--- config.mk ---
export PLATFORM = sky130hd
export DESIGN_NAME = count_seq_ctrl_flat
export DESIGN_NICKNAME = d
export VERILOG_FILES = /design/src/rtl/count_seq_ctrl_pkg.sv /design/src/rtl/count_seq_ctrl_if.sv /design/src/rtl/count_seq_ctrl.sv /design/src/flat_wrapper.sv
export SDC_FILE = /design/constraint.sdc
export NUM_CORES = 1
export LEC_CHECK = 0
export ABC_CLOCK_PERIOD_IN_PS = 2400
export BUFFER_PORTS_ARGS = -buffer_cell sky130_fd_sc_hd__buf_2
export CORE_MARGIN = 4
export CORE_UTILIZATION = 52
export CTS_BUF_LIST = sky130_fd_sc_hd__clkbuf_4
export DETAILED_ROUTE_END_ITERATION = 7
export PLACE_DENSITY = 0.81
export SYNTH_ARGS = -nofsm -noshare
export SYNTH_HDL_FRONTEND = slang
export SYNTH_SLANG_ARGS = --single-unit
export TNS_END_PERCENT = 5
--- constraint.sdc ---
create_clock -name clk -period 2.4 [get_ports clk]
set_input_delay 0.48 -clock clk [delete_from_list [all_inputs] [get_ports clk]]
set_output_delay 0.48 -clock clk [all_outputs]
set_load 0.02 [all_outputs]
--- src/rtl/count_seq_ctrl_pkg.sv ---
// Shared types for the counter sequencer: command opcodes and FSM states.
// Imported by the controller and its command interface.
package count_ctrl_pkg;

  typedef enum logic [1:0] {
    OP_CLR  = 2'd0,
    OP_LOAD = 2'd1,
    OP_UP   = 2'd2,
    OP_DOWN = 2'd3
  } op_e;

  typedef enum logic [2:0] {
    S_IDLE  = 3'd0,
    S_CLR   = 3'd1,
    S_LOAD  = 3'd2,
    S_COUNT = 3'd3,
    S_DONE  = 3'd4
  } state_e;

endpackage

--- src/rtl/count_seq_ctrl_if.sv ---
// Command channel into the sequencer: one valid/ready handshake
// carrying opcode, load value and step count.
interface count_seq_ctrl_if #(
  parameter int N  = 8,
  parameter int SW = 8
);
  logic          cmd_valid;
  logic          cmd_ready;
  logic [1:0]    cmd_op;
  logic [N-1:0]  cmd_data;
  logic [SW-1:0] cmd_steps;

  modport master (
    output cmd_valid, cmd_op, cmd_data, cmd_steps,
    input  cmd_ready
  );

  modport slave (
    input  cmd_valid, cmd_op, cmd_data, cmd_steps,
    output cmd_ready
  );
endinterface

--- src/rtl/count_seq_ctrl.sv ---
// Command sequencer for shift_reg_exercice: turns one accepted command
// into the exact run of counter control cycles, then pulses done.
import count_ctrl_pkg::*;

module count_seq_ctrl #(
  parameter int N  = 8,
  parameter int SW = 8
) (
  input  logic                clk,
  input  logic                rst,
  count_seq_ctrl_if.slave     cmd,
  input  logic                pause,
  input  logic                abort,
  output logic                cnt_syn_clr,
  output logic                cnt_load,
  output logic                cnt_en,
  output logic                cnt_up,
  output logic [N-1:0]        cnt_d,
  output logic                busy,
  output logic                done,
  output logic                aborted,
  output logic [SW-1:0]       rem
);

  state_e        state;
  logic          hs;
  op_e           op;
  logic [SW-1:0] rem_nxt;

  assign hs = cmd.cmd_valid && cmd.cmd_ready;
  assign op = op_e'(cmd.cmd_op);

  // rem counts down once per enabled cycle that just ended
  assign rem_nxt = cnt_en ? rem - SW'(1) : rem;

  always_ff @(posedge clk or posedge rst) begin
    if (rst) begin
      state         <= S_IDLE;
      cmd.cmd_ready <= 1'b1;
      cnt_syn_clr   <= 1'b0;
      cnt_load      <= 1'b0;
      cnt_en        <= 1'b0;
      cnt_up        <= 1'b1;
      cnt_d         <= '0;
      busy          <= 1'b0;
      done          <= 1'b0;
      aborted       <= 1'b0;
      rem           <= '0;
    end else begin
      cnt_syn_clr <= 1'b0;
      cnt_load    <= 1'b0;
      done        <= 1'b0;
      unique case (state)
        S_IDLE: begin
          if (hs) begin
            cmd.cmd_ready <= 1'b0;
            busy          <= 1'b1;
            aborted       <= 1'b0;
            unique case (op)
              OP_CLR: begin
                cnt_syn_clr <= 1'b1;
                state       <= S_CLR;
              end
              OP_LOAD: begin
                cnt_load <= 1'b1;
                cnt_d    <= cmd.cmd_data;
                state    <= S_LOAD;
              end
              default: begin
                cnt_up <= (op == OP_UP);
                rem    <= cmd.cmd_steps;
                if (cmd.cmd_steps == '0) begin
                  state <= S_DONE;
                  done  <= 1'b1;
                end else begin
                  state  <= S_COUNT;
                  cnt_en <= !pause;
                end
              end
            endcase
          end
        end
        S_CLR, S_LOAD: begin
          state <= S_DONE;
          done  <= 1'b1;
        end
        S_COUNT: begin
          rem <= rem_nxt;
          if (abort) begin
            cnt_en  <= 1'b0;
            state   <= S_DONE;
            done    <= 1'b1;
            aborted <= 1'b1;
          end else if (rem_nxt == '0) begin
            cnt_en <= 1'b0;
            state  <= S_DONE;
            done   <= 1'b1;
          end else begin
            cnt_en <= !pause;
          end
        end
        S_DONE: begin
          state         <= S_IDLE;
          cmd.cmd_ready <= 1'b1;
          busy          <= 1'b0;
        end
        default: begin
          state <= S_IDLE;
        end
      endcase
    end
  end

endmodule

--- src/flat_wrapper.sv ---
// flat-port wrapper written by rule: the top's interface ports become plain ports
module count_seq_ctrl_flat 
#(
  parameter int N  = 8,
  parameter int SW = 8
)
  (clk, rst, pause, abort, cnt_syn_clr, cnt_load, cnt_en, cnt_up, cnt_d, busy, done, aborted, rem, cmd_cmd_valid, cmd_cmd_op, cmd_cmd_data, cmd_cmd_steps, cmd_cmd_ready);
  count_seq_ctrl_if #(.N(N), .SW(SW)) cmd_i ();
  input  logic clk;
  input  logic rst;
  input  logic pause;
  input  logic abort;
  output logic cnt_syn_clr;
  output logic cnt_load;
  output logic cnt_en;
  output logic cnt_up;
  output logic [N-1:0] cnt_d;
  output logic busy;
  output logic done;
  output logic aborted;
  output logic [SW-1:0] rem;
  input wire logic [$bits(cmd_i.cmd_valid)-1:0] cmd_cmd_valid;
  input wire logic [$bits(cmd_i.cmd_op)-1:0] cmd_cmd_op;
  input wire logic [$bits(cmd_i.cmd_data)-1:0] cmd_cmd_data;
  input wire logic [$bits(cmd_i.cmd_steps)-1:0] cmd_cmd_steps;
  output wire logic [$bits(cmd_i.cmd_ready)-1:0] cmd_cmd_ready;
  assign cmd_i.cmd_valid = cmd_cmd_valid;
  assign cmd_i.cmd_op = cmd_cmd_op;
  assign cmd_i.cmd_data = cmd_cmd_data;
  assign cmd_i.cmd_steps = cmd_cmd_steps;
  assign cmd_cmd_ready = cmd_i.cmd_ready;
  count_seq_ctrl #(.N(N), .SW(SW)) u_core (.clk(clk), .rst(rst), .cmd(cmd_i), .pause(pause), .abort(abort), .cnt_syn_clr(cnt_syn_clr), .cnt_load(cnt_load), .cnt_en(cnt_en), .cnt_up(cnt_up), .cnt_d(cnt_d), .busy(busy), .done(done), .aborted(aborted), .rem(rem));
endmodule
==> results of run 1 <==
==> where the power goes <==
group	total, mW	leakage, nW	switching (mW)	internal, mW
Combinational	0.980	0.466	0.582	0.397
Sequential	0.901	0.336	0.252	0.649
Clock	0.215	0.0183	0.147	0.0681
==> worst max-delay path, delay by kind of cell (launching register included) <==
| kind | cells | cell delay, ns |
|---|---|---|
| buffers and inverters | 1 | 0.13 |
| AO/OA/AOI/OAI | 4 | 0.84 |
| adder cells (fa/ha/maj) | 1 | 0.33 |
| AND/OR/NAND/NOR | 1 | 0.19 |
| flip-flops | 1 | 0.53 |
==> how the worst max path moves through the flow <==
stage / endpoint / cells after the start
global placement: u_core.state[1] / 7
finish: u_core.state[0] / 7
CTS: u_core.state[1] / 7
global route: u_core.done / 7
detailed placement: u_core.done / 7
floorplan: u_core.state[0] / 7
==> logic make-up (layout without fill, tap and decap cells) <==
kind of cell / Yosys count / after routing
flip-flops: 27 / 27
multiplexers: 8 / 8
adder cells (fa/ha/maj): 1 / 1
XOR/XNOR: 1 / 1
AO/OA/AOI/OAI: 49 / 49
buffers and inverters: 14 / 58
AND/OR/NAND/NOR: 49 / 49
==> metal layers <==
layer  share of wire [%]  wire length [um]  vias to the layer above  track usage [%]
met5                   0                 0                        -                0
met4                 2.4                91                        0            10.91
met3                  10               380                       13            3.983
met2                  47              1763                       86            35.87
met1                  40              1486                      643            27.20
li1                    -                 -                      639                -
==> stage by stage <==
| step | hold WS, ns | worst slack [ns] |
|---|---|---|
| 2_1_floorplan | 0.4975 | 0.4962 |
| 3_3_place_gp | 0.4814 | 0.4989 |
| 3_5_place_dp | 0.4907 | 0.3572 |
| 4_1_cts | 0.1857 | 0.3333 |
| 5_1_grt | 0.1807 | 0.07012 |
| 6_report | 0.1830 | 0.2992 |
==> placed cells by master (no fill, tap or decap), types with 2 or more instances in the layout <==
| cell type | netlist | layout |
|---|---|---|
| mux2_2 | 8 | 8 |
| nor3b_1 | 3 | 3 |
| nor2_1 | 8 | 8 |
| nand3_1 | 6 | 6 |
| clkbuf_4 | 0 | 3 |
| nor3_1 | 4 | 4 |
| o21bai_1 | 2 | 2 |
| nand2_1 | 11 | 11 |
| nor4_1 | 2 | 2 |
| and2_1 | 2 | 2 |
| inv_1 | 6 | 6 |
| buf_4 | 1 | 2 |
| dfrtp_1 | 25 | 25 |
| a22oi_1 | 4 | 4 |
| a22o_1 | 2 | 2 |
| buf_2 | 1 | 46 |
| dfstp_2 | 2 | 2 |
| nand3b_1 | 2 | 2 |
| o21ai_0 | 12 | 12 |
| a21oi_1 | 12 | 12 |
| a31oi_1 | 3 | 3 |
| nor2b_1 | 2 | 2 |
==> final cells by class <==
| cell class | count | area [um2] |
|---|---|---|
| fillers | 249 | 1011 |
| multi-input cells | 108 | 730.7 |
| flip-flops and latches | 27 | 678.2 |
| repair buffers | 48 | 245.2 |
| well taps | 31 | 38.79 |
| clock buffers | 3 | 22.52 |
| inverters | 6 | 22.52 |
| clock inverters | 1 | 8.758 |
==> run summary, run 1 <==
Post-Synthesis Net Count -> 173
CTS tree -> yes
Seq/Total Area, Yosys -> 45.32%
Die area -> 0.003800 mm2
Setup bufs post-CTS -> 0
Max incr delay on CP -> 0.53 ns
Final ANT Viol Nets -> 0
Compound-Gate Fraction of Synth Area -> 22.49%
Root buffer cell -> clkbuf_4
Final Hold Vio Count -> 0
Vias per cell -> 6.165
Status -> finished, final reports clean
I/O pins -> 47
Tmin final -> 2.101 ns
Antenna diodes -> 0
Distinct cells, synth -> 48
Row Count -> 19
Total gr overflow -> 0
Post-synthesis mux area share -> 6.020%
Placed cell area -> 0.001715 mm2
Max Freq -> 476.0 MHz
Syn Inst Count -> 149
Worst setup path start -> u_core.rem[0]
Skew-Pair Late Insertion Delay -> 0.33 ns
Ys Warns -> 0
Final HPWL DP -> 2851 um
GRT Resource Usage Total -> 21.76%
EDFF count, synth -> 0
Filler-free cell count of the finished design -> 224
Detailed-route via count -> 1,381
Ys flop type -> dfrtp_1
CP startpoint kind -> flip-flop
Critical path class -> reg2reg
Synth-to-layout area growth -> 16.72%
#FFs+latches synth -> 27
GP Congestion -> 0.8752
Slew headroom -> 62.33%
# nets final -> 218
Per-cell routed wire length -> 16.62 um
TritonCTS Sinks -> 27
R2R depth -> 7
Post-CTS sizing -> 0
Biggest registers after layout -> u_core.cnt_d (8), u_core.rem (8), u_core.state (3)
First-pass DRT Iterations -> 4
Final Util -> 63.34%
CP max stage cell -> dfrtp_1
Die outline height -> 61.65 um
Final instance area -> 0.001747 mm2
Most frequent cell after synthesis -> dfrtp_1
Post-Syn Area -> 0.001496 mm2
Top post-synthesis cells by count -> dfrtp_1 (25), a21oi_1 (12), o21ai_0 (12)
CP cell instances -> inv_1, ha_1, and4b_1, a22oi_1, a31oi_1, o31ai_1, o21bai_1
Cell Pwr Density -> 1200 mW/mm2
Worst path arrival time -> 2.37 ns
Fin crit share -> 87.53%
Reg clk slew, reported paths -> 0.16 ns
1st-iter DRT viols -> 54
Final setup TNS -> 0 ns
Area of the core -> 0.002758 mm2
CTS HTree Levels -> 1
Worst vdd ir -> 815.9 uV
Least-Margin Pin Slew -> 0.5599 ns
Worst setup EP type -> flip-flop
Starting Density -> 54.26%
Power consumption -> 2.096 mW
Initial antenna violation count -> 0
DRC viols -> 0
Largest family of logic cells by synthesized area -> compound AO/OA/AOI/OAI gates
Syn avg cell area -> 10.04 um2
Worst clock skew -> 0.005731 ns
RSZ-0062 raised after global routing -> no
Yosys top cell by area -> dfrtp_1
Final wirelength -> 3722 um
Top-area cell type share of the netlist area -> 41.81%
CP required -> 2.67 ns
Global-route wire length before repair -> 6141 um
Worst reg-to-reg setup slack -> 0.30 ns
Max-Cap Viols -> 0
Maximum clock path buffer count -> 2
Dpl cells -> 220
Largest net degree at the start of global routing -> 28
Total CTS buffers -> 3
Vias in the first global route -> 1,379
Leak -> 0.8206 nW
IO buf count -> 46
Hold WC Path Type -> in2async
Reg2reg end -> u_core.state[0]
Synth Area in XOR/XNOR -> 0.5853%
CTS Hold Bufs -> 0
Synth area leaders -> dfrtp_1 (42%), mux2_2 (6.0%), a21oi_1 (4.0%), o21ai_0 (4.0%), dfstp_2 (3.5%)
Die width -> 61.65 um
Share of flip-flops with an asynchronous set or reset -> 100.0%
Critical path fanouts, max -> 7
Adder-cell share of the synthesized area -> 0.8361%
Simple-gate share of the synthesized area -> 18.90%
Pins Over Slew Limit -> 0
R2R Path Start -> u_core.rem[0]
Layout cells sized above 1 -> 35.75%
Final setup fails -> 0
No activity file was read; power rests on OpenSTA's default activity.
==> inputs of run 2 (changes only) <==
--- a/config.mk
+++ b/config.mk
@@ -7,11 +7,13 @@
 export LEC_CHECK = 0
 export ABC_CLOCK_PERIOD_IN_PS = 2400
 export BUFFER_PORTS_ARGS = -buffer_cell sky130_fd_sc_hd__buf_2
+export CELL_PAD_IN_SITES_DETAIL_PLACEMENT = 0
+export CELL_PAD_IN_SITES_GLOBAL_PLACEMENT = 1
 export CORE_MARGIN = 4
-export CORE_UTILIZATION = 52
+export CORE_UTILIZATION = 39
 export CTS_BUF_LIST = sky130_fd_sc_hd__clkbuf_4
 export DETAILED_ROUTE_END_ITERATION = 7
-export PLACE_DENSITY = 0.81
+export PLACE_DENSITY_LB_ADDON = 0.1
 export SYNTH_ARGS = -nofsm -noshare
 export SYNTH_HDL_FRONTEND = slang
 export SYNTH_SLANG_ARGS = --single-unit
==> run summary, run 2 (synthesized netlist as in run 1, its figures left out) <==
Final Hold Vio Count -> 0
WHS -> 0.1105 ns
CTS HTree Levels -> 1
Fin crit share -> 87.65%
Power consumption -> 2.087 mW
CP required -> 2.67 ns
Setup bufs post-CTS -> 0
First-pass DRT Iterations -> 4
TritonCTS Sinks -> 27
Die area -> 0.004892 mm2
Cell Pwr Density -> 1181 mW/mm2
Final instance area -> 0.001768 mm2
Dpl cells -> 237
Final setup TNS -> 0 ns
Total gr overflow -> 0
1st-iter DRT viols -> 109
Worst vdd ir -> 528.1 uV
Least-Margin Pin Slew -> 0.5922 ns
Area of the core -> 0.003689 mm2
CTS Hold Bufs -> 0
IO buf count -> 46
Root buffer cell -> clkbuf_4
Die width -> 69.95 um
Die outline height -> 69.95 um
Initial antenna violation count -> 0
Commonest cells after routing, fill and taps aside -> buf_2 (46), dfrtp_1 (25), a21oi_1 (12), o21ai_0 (12), nand2_1 (11)
Vias in the first global route -> 1,273
Final wirelength -> 3761 um
Biggest registers after layout -> u_core.cnt_d (8), u_core.rem (8), u_core.state (3)
Vias per cell -> 5.568
Critical path fanouts, max -> 7
GP Congestion -> 0.8293
Hold WC Path Type -> in2async
Per-cell routed wire length -> 15.61 um
Commonest non-fill, non-tap cell in the layout -> buf_2
RSZ-0062 raised after global routing -> no
Layout cells sized above 1 -> 35.75%
Worst path arrival time -> 2.37 ns
Skew-Pair Late Insertion Delay -> 0.33 ns
# nets final -> 218
Synth-to-layout area growth -> 18.14%
DRC viols -> 0
Max-Cap Viols -> 0
Status -> finished, final reports clean
Worst clock skew -> 0.004648 ns
Placed cell area -> 0.001737 mm2
Tmin final -> 2.104 ns
Starting Density -> 40.57%
Global-route wire length before repair -> 6265 um
Leak -> 0.8206 nW
Pins Over Slew Limit -> 0
Row Count -> 22
Final ANT Viol Nets -> 0
Max Freq -> 475.4 MHz
Worst setup EP type -> flip-flop
Slew headroom -> 60.16%
Final setup fails -> 0
Post-CTS sizing -> 0
Detailed-route via count -> 1,342
Reg clk slew, reported paths -> 0.16 ns
Total CTS buffers -> 3
Critical path class -> reg2reg
I/O pins -> 47
Largest net degree at the start of global routing -> 18
Filler-free cell count of the finished design -> 241
Final HPWL DP -> 2871 um
Antenna diodes -> 0
GRT Resource Usage Total -> 15.46%
CP startpoint kind -> flip-flop
Maximum clock path buffer count -> 2
CTS tree -> yes
run 2: worst max-delay path, cell delays in order, from the launching register on:
cell	delay [ns]
dfrtp_1	0.52
inv_1	0.12
ha_1	0.29
and4bb_1	0.29
nand3b_1	0.11
a31oi_1	0.12
o31ai_1	0.42
o21bai_1	0.18
run 2: path summary, 6_finish.rpt:
check	start	endpoint	slack [ns]	depth (start not counted)
max	u_core.rem[0]	u_core.state[1]	0.30	7
min reg2reg	u_core.aborted	u_core.aborted	0.52	2
max in group asynchronous	rst	u_core.cmd.cmd_ready	1.64	3
min	rst	u_core.cnt_d[6]	0.11	2
min in group clk	cmd_cmd_op[0]	u_core.cnt_up	0.29	2
max reg2reg	u_core.rem[0]	u_core.state[1]	0.30	7
run 2: power by group:
group	internal [mW]	leakage [nW]	total [mW]	switching, mW
combinational	0.397	0.466	0.970	0.573
clock	0.0680	0.0183	0.218	0.150
sequential	0.649	0.336	0.900	0.251
run 2: stage by stage:
stage          utilization, %  setup WS, ns
5_1_grt                 47.93        0.1397
6_report                47.93        0.2964
3_3_place_gp            47.08        0.4735
2_1_floorplan               -        0.4962
4_1_cts                 47.93        0.2867
3_5_place_dp            47.08        0.3061
run 2: final cells by class:
cell class | count | area (um2)
Multi-Input combinational cell | 108 | 730.7
Inverter | 6 | 22.52
Clock inverter | 1 | 8.758
Tap cell | 48 | 60.06
Fill cell | 385 | 1921
Timing Repair Buffer | 48 | 245.2
Clock buffer | 3 | 22.52
Sequential cell | 27 | 678.2
run 2: routing by layer:
layer  routed length [um]  global-route usage (%)  part of all wire [%]  up-vias
met2                 1704                   23.19                    45       45
met1                 1739                   22.79                    46      649
li1                     -                       -                     -      646
met5                    0                       0                     0        -
met3                  287                   3.022                   7.6        2
met4                   29                   3.830                  0.77        0
